[config.mk]
export PLATFORM = sky130hd
export DESIGN_NAME = sram_port_arbiter
export DESIGN_NICKNAME = d
export VERILOG_FILES = /design/src/rtl/sram_port_arbiter.sv
export SDC_FILE = /design/constraint.sdc
export NUM_CORES = 1
export LEC_CHECK = 0
export CAP_MARGIN = 20
export CORE_ASPECT_RATIO = 2
export CORE_MARGIN = 2
export CORE_UTILIZATION = 24
export CTS_CLUSTER_DIAMETER = 200
export CTS_CLUSTER_SIZE = 30
export DETAILED_ROUTE_END_ITERATION = 16
export GPL_ROUTABILITY_DRIVEN = 0
export PLACE_DENSITY = 0.57
export SLEW_MARGIN = 10
export SYNTH_ARGS = -nofsm -noshare
export SYNTH_HDL_FRONTEND = slang
export SYNTH_SLANG_ARGS = --single-unit
[constraint.sdc]
create_clock -name clk -period 3.75 [get_ports clk]
set_clock_uncertainty 0.2 [all_clocks]
set_input_delay 0.5625 -clock clk [delete_from_list [all_inputs] [get_ports clk]]
set_output_delay 0.5625 -clock clk [all_outputs]
set_load 0.02 [all_outputs]
[src/rtl/sram_port_arbiter.sv]
`default_nettype none
// ============================================================================
// sram_port_arbiter : two-port round-robin arbiter / sequencer for a
//                     single-port SRAM, with timed ownership lock
// Revision 1.0
// ============================================================================
module sram_port_arbiter #(
    parameter int DATA_WIDTH = 8,
    parameter int ADDR_WIDTH = 8,
    parameter int LOCK_MAX   = 64
) (
    input  logic                  clk,
    input  logic                  reset,
    input  logic                  r0_req_i,
    input  logic                  r0_lock_i,
    input  logic                  r0_we_i,
    input  logic [ADDR_WIDTH-1:0] r0_addr_i,
    input  logic [DATA_WIDTH-1:0] r0_wdata_i,
    input  logic                  r1_req_i,
    input  logic                  r1_lock_i,
    input  logic                  r1_we_i,
    input  logic [ADDR_WIDTH-1:0] r1_addr_i,
    input  logic [DATA_WIDTH-1:0] r1_wdata_i,
    output logic                  r0_gnt_o,
    output logic                  r1_gnt_o,
    output logic                  r0_rvalid_o,
    output logic                  r1_rvalid_o,
    output logic [DATA_WIDTH-1:0] r0_rdata_o,
    output logic [DATA_WIDTH-1:0] r1_rdata_o,
    output logic                  cs_o,
    output logic                  we_o,
    output logic [ADDR_WIDTH-1:0] address_o,
    output logic [DATA_WIDTH-1:0] data_out_o,
    input  logic [DATA_WIDTH-1:0] data_in_i,
    output logic                  lock_break_o
);

    localparam logic [1:0] ST_FREE    = 2'd0;
    localparam logic [1:0] ST_LOCKED0 = 2'd1;
    localparam logic [1:0] ST_LOCKED1 = 2'd2;
    localparam logic [7:0] CNT_LAST   = 8'(LOCK_MAX - 1);

    logic [1:0]            state_q, state_d;
    logic                  last_gnt_q, last_gnt_d;
    logic [7:0]            lock_cnt_q, lock_cnt_d;
    logic                  lock_break_q, lock_break_d;
    logic                  cs_q, cs_d;
    logic                  we_q, we_d;
    logic                  port_q, port_d;
    logic [ADDR_WIDTH-1:0] address_q, address_d;
    logic [DATA_WIDTH-1:0] data_out_q, data_out_d;
    logic                  r0_rvalid_q, r0_rvalid_d;
    logic                  r1_rvalid_q, r1_rvalid_d;
    logic [DATA_WIDTH-1:0] r0_rdata_q, r0_rdata_d;
    logic [DATA_WIDTH-1:0] r1_rdata_q, r1_rdata_d;

    logic grant0, grant1;
    logic owner, own_lock, other_req, timeout;

    // State register
    always_ff @(posedge clk) begin
        if (reset) begin
            state_q      <= ST_FREE;
            last_gnt_q   <= 1'b1;
            lock_cnt_q   <= 8'd0;
            lock_break_q <= 1'b0;
        end else begin
            state_q      <= state_d;
            last_gnt_q   <= last_gnt_d;
            lock_cnt_q   <= lock_cnt_d;
            lock_break_q <= lock_break_d;
        end
    end

    assign owner     = (state_q == ST_LOCKED1);
    assign own_lock  = owner ? r1_lock_i : r0_lock_i;
    assign other_req = owner ? r0_req_i : r1_req_i;
    assign timeout   = (state_q != ST_FREE) && own_lock && other_req
                       && (lock_cnt_q == CNT_LAST);

    // Next-state logic
    always_comb begin
        state_d      = state_q;
        lock_cnt_d   = lock_cnt_q;
        last_gnt_d   = last_gnt_q;
        lock_break_d = 1'b0;
        case (state_q)
            ST_FREE: begin
                if (grant0 && r0_lock_i) begin
                    state_d    = ST_LOCKED0;
                    lock_cnt_d = 8'd0;
                end else if (grant1 && r1_lock_i) begin
                    state_d    = ST_LOCKED1;
                    lock_cnt_d = 8'd0;
                end
            end
            ST_LOCKED0, ST_LOCKED1: begin
                if (!own_lock) begin
                    state_d = ST_FREE;
                end else if (timeout) begin
                    state_d      = ST_FREE;
                    lock_break_d = 1'b1;
                end else if (other_req) begin
                    lock_cnt_d = lock_cnt_q + 8'd1;
                end
            end
            default: state_d = ST_FREE;
        endcase
        if (grant0) begin
            last_gnt_d = 1'b0;
        end else if (grant1) begin
            last_gnt_d = 1'b1;
        end
        // Forced release hands the next tie to the waiting side.
        if (timeout) begin
            last_gnt_d = owner;
        end
    end

    // Output (grant) logic; last_gnt_q=1 means r1 was served last, so r0 wins a tie
    always_comb begin
        grant0 = 1'b0;
        grant1 = 1'b0;
        if (!reset) begin
            case (state_q)
                ST_FREE: begin
                    if (r0_req_i && r1_req_i) begin
                        grant0 = last_gnt_q;
                        grant1 = !last_gnt_q;
                    end else begin
                        grant0 = r0_req_i;
                        grant1 = r1_req_i;
                    end
                end
                ST_LOCKED0: grant0 = r0_req_i;
                ST_LOCKED1: grant1 = r1_req_i;
                default: ;
            endcase
        end
    end

    // Command stage and read-return stage
    always_comb begin
        cs_d        = grant0 | grant1;
        port_d      = grant1;
        we_d        = 1'b0;
        address_d   = address_q;
        data_out_d  = data_out_q;
        if (grant0 | grant1) begin
            we_d       = grant1 ? r1_we_i : r0_we_i;
            address_d  = grant1 ? r1_addr_i : r0_addr_i;
            data_out_d = we_d ? (grant1 ? r1_wdata_i : r0_wdata_i) : '0;
        end
        r0_rvalid_d = cs_q && !we_q && !port_q;
        r1_rvalid_d = cs_q && !we_q && port_q;
        r0_rdata_d  = r0_rvalid_d ? data_in_i : r0_rdata_q;
        r1_rdata_d  = r1_rvalid_d ? data_in_i : r1_rdata_q;
    end

    always_ff @(posedge clk) begin
        if (reset) begin
            cs_q        <= 1'b0;
            we_q        <= 1'b0;
            port_q      <= 1'b0;
            address_q   <= '0;
            data_out_q  <= '0;
            r0_rvalid_q <= 1'b0;
            r1_rvalid_q <= 1'b0;
            r0_rdata_q  <= '0;
            r1_rdata_q  <= '0;
        end else begin
            cs_q        <= cs_d;
            we_q        <= we_d;
            port_q      <= port_d;
            address_q   <= address_d;
            data_out_q  <= data_out_d;
            r0_rvalid_q <= r0_rvalid_d;
            r1_rvalid_q <= r1_rvalid_d;
            r0_rdata_q  <= r0_rdata_d;
            r1_rdata_q  <= r1_rdata_d;
        end
    end

    assign r0_gnt_o     = grant0;
    assign r1_gnt_o     = grant1;
    assign r0_rvalid_o  = r0_rvalid_q;
    assign r1_rvalid_o  = r1_rvalid_q;
    assign r0_rdata_o   = r0_rdata_q;
    assign r1_rdata_o   = r1_rdata_q;
    assign cs_o         = cs_q;
    assign we_o         = we_q;
    assign address_o    = address_q;
    assign data_out_o   = data_out_q;
    assign lock_break_o = lock_break_q;

endmodule
`default_nettype wire

==> impl.org <==
** Synth
- Summed over all instances, the cell type with the most area after synthesis is dfxtp_1.
- Share of the synthesized area in compound gates (AO/OA/AOI/OAI) :: 18.0%
- The synthesized netlist devotes 2.21% of its cell area to adder and majority cells.
- Prevailing post-synth register cell :: dfxtp_1
- The synthesized netlist devotes 0% of its cell area to XOR and XNOR gates.
- The netlist uses between 40 and 50 different library cells.
- Top area cells in the synthesized netlist :: dfxtp_1 (43%), mux2i_1 (11%), nand2_1 (4.8%)
- Post-synthesis mux area share :: about an eighth
- During synthesis, Yosys emitted a total of 0 warnings.
- The top cell type by area accounts for 43.3% of the synthesized area.
- Number of storage elements in the synthesis netlist :: 49
- Share of synthesized area occupied by flip-flops and latches :: 43.3%
- By count the netlist is led by dfxtp_1 (49), nand2_1 (29), nor2_1 (29).
- The number of nets in the synthesized netlist is 299.
- Summing the areas of all and, or, nand and nor instances in the mapped netlist gives 20.6% of the synthesized area.
- Synthesis produced a netlist whose cell count is 247.
- Post-Syn Area :: 2260 sq um
- After synthesis, the share of flip-flops with an asynchronous set or reset is 0%.
- The most common cell in the synthesized netlist is dfxtp_1.
- The synthesized design contains 0 enable-type register cells.
- By area, the combinational part of the netlist is dominated by simple AND/OR/NAND/NOR gates.
- Averaged over all synthesized cells, the footprint is 9.17 sq um.

** Clock tree
- Setup Fix Bufs, Post-CTS :: 0
- TritonCTS built the clock tree.
- Clock net sink count :: 49
- The clock passes through at most 2 buffers.
- Number of buffers created by CTS :: 5
- Quantity of hold-fixing buffers added after cts :: 0
- Clock transition at the registers of the reported paths :: 0.06 ns
- Clk Tree Root Cell :: clkbuf_16
- Clock latency on the worst-skew pair, taken at its later pin, is 0.29 ns.
- Cts repair resizes :: 0
- In this run the number of H-tree levels came out at 2.

** Run status
- Outcome :: complete, no violations

** Final layout
- The net count of the finished layout is approximately 380.
- Antenna diode instance count :: 0
- Layout overhead on the synthesized area :: 49.3%
- FILL cells :: 968
- Proportion of layout cells with a drive suffix above 1 :: under 10%

** Critical path
- In this run the register-to-register setup slack is 1.34 ns.
- The worst setup path is captured at an output port.
- Of all nets on the critical path, the largest fanout is 11.
- Data arrival, critical path :: 2.27 ns
- Reg2Reg Launch Point :: state_q[1]
- Data required time of the worst path :: 2.99 ns
- Start-to-end type of the worst setup path :: input pin to output port
- Number of cell instances on the worst register-to-register path :: 7
- The worst setup path is launched from an input pin.
- The endpoint identified for the worst register-to-register timing path is lock_cnt_q[6].

** Min path
- Hold WC Path Type :: flip-flop to flip-flop
- The worst hold path terminates at data_out_o[0].
- Along the worst hold path, the cell count comes to 2.
- Launch point of the worst hold path :: data_out_o[0]

** Global route
- Aggregate global-route resource usage :: 13.1%
- Overall overflow remaining after global route :: 0
- Vias in the first global route :: 2058
- Number of antenna violations at the first check in global routing :: 0
- First-pass GRT wire length :: 10300 um
- Largest net degree at the start of global routing :: 49

** Timing
- Final clock period utilization by the worst path :: between 80 and 90%
- Number of pins exceeding their max-slew limit in the final report :: 0
- For the finished layout, the period the worst path requires is 3.03 ns.
- Upper clock frequency limit :: 330 MHz
- Slew margin rel. :: 35.7%
- Setup repair after global routing left no endpoint under its margin.
- Setup violations remaining at the end of the flow were counted as 0.
- Post-Route Setup TNS :: 0 ns
- Least-Margin Pin Slew :: slightly below 1 ns
- The count of endpoints failing hold in the final timing report was 0.

** Pwr
- Leakage dissipation :: 0.00133 uW
- Power comes to 1360 uW.
- The worst-case IR drop observed on VDD is 0.000242 V.
- For this design the ratio of total power to cell area is 403 nW/um^2.

** Floorplan
- Core ar. :: a little over 9000 sq um
- For this design the top-level I/O count stands at 87.
- The initial utilization of the core area, before any placement, comes to 24.5%.
- In this run the vertical extent of the chip is between 100 and 150 um.
- Floorplan die width :: 72.7 um
- Floorplan row count :: 50
- Die area :: 10300 sq um

** Detailed routing
- Summing over every cut layer, the via total after detailed routing is 2074.
- DRC violations left :: 0
- Router iterations before antenna repair :: 6
- The detail route stage leaves a number of antenna-violating nets equal to 0.
- The routed design has around 6700 um of wire.
- First-iteration detailed-routing DRC count :: 96
- Vias/cell :: 4.77
- In the final routed layout, each cell accounts on average for 15.3 um.

** Placement
- Port Buf Inserts :: 86
- Detailed placement ended at an HPWL of approximately 5000 um.

** Run
- Maximum Capacitance Violations :: 0
cell usage in the layout (no fill, tap or decap), types with 8 or more instances in the layout:
cell type and n:
clkdlybuf4s50_1 85, dfxtp_1 49, nor2_1 29, nand2_1 29, mux2i_1 26, a21oi_1 16
a21o_1 10, a211oi_1 9, o21ai_0 8
layout make-up:
cell class	instances	area, sq um	area share (%)
clock inverters	2	38.8	1.15
flip-flops and latches	49	981	29.0
inverters	6	22.5	0.666
clock buffers	6	129	3.81
repair buffers	89	878	26.0
multi-input cells	179	1200	35.6
well taps	104	130	3.85
cells by family after synthesis:
group,Yosys count
AOI/OAI and AO/OA,56
DFF,49
and+or+nand+nor,92
adders and majority gates,4
muxes,27
buffers and inverters,19
critical path, stage by stage:
cell             delay, ns
clkdlybuf4s50_1       0.54
and2b_1               0.21
o21ai_2               0.08
inv_2                 0.21
clkdlybuf4s50_1       0.65
where the power goes:
group	leakage [uW]	internal [uW]	switching, uW
registers	0.000399	548	15.6
clock network	0.0000810	317	203
logic	0.000846	140	139
metal layers:
layer	vias up	routed length (um)	GRT usage [%]	part of all wire [%]
met4	0	164	5.95	2.5
met2	73	3760	25.6	56
li1	1028	-	-	-
met3	8	380	2.70	5.7
met5	-	0	0	0
met1	965	2370	12.6	36
registers in the layout (all words and copies together) (netlist names), 2 cells and up:
name	flops
lock_cnt_q	8
data_out_o	8
address_o	8
r1_rdata_o	8
state_q	2
r0_rdata_o	8
worst max-delay path by stage:
stage / from / to / slack (ns) / depth (start not counted)
5_1_grt: r0_req_i / r1_gnt_o / 0.67 / 5
2_1_floorplan: state_q[0] / r1_gnt_o / 1.69 / 6
3_5_place_dp: r0_req_i / r0_gnt_o / 0.71 / 4
4_1_cts: r0_req_i / r0_gnt_o / 0.71 / 4
6_report: r1_req_i / r1_gnt_o / 0.72 / 5
3_3_place_gp: r0_req_i / r0_gnt_o / 0.74 / 4
metrics by stage:
step,cells,instance area [sq um],setup slack [ns],hold WS (ns),utilization [%]
after floorplan,247,2260,1.69,0.258,-
after global placement,427,3210,0.737,0.238,34.7
after detailed placement,427,3210,0.715,0.248,34.7
after CTS,435,3380,0.714,0.257,36.5
after global routing,435,3380,0.672,0.270,36.5
final,435,3380,0.721,0.253,36.5
Power figures use the tool's default switching activity.
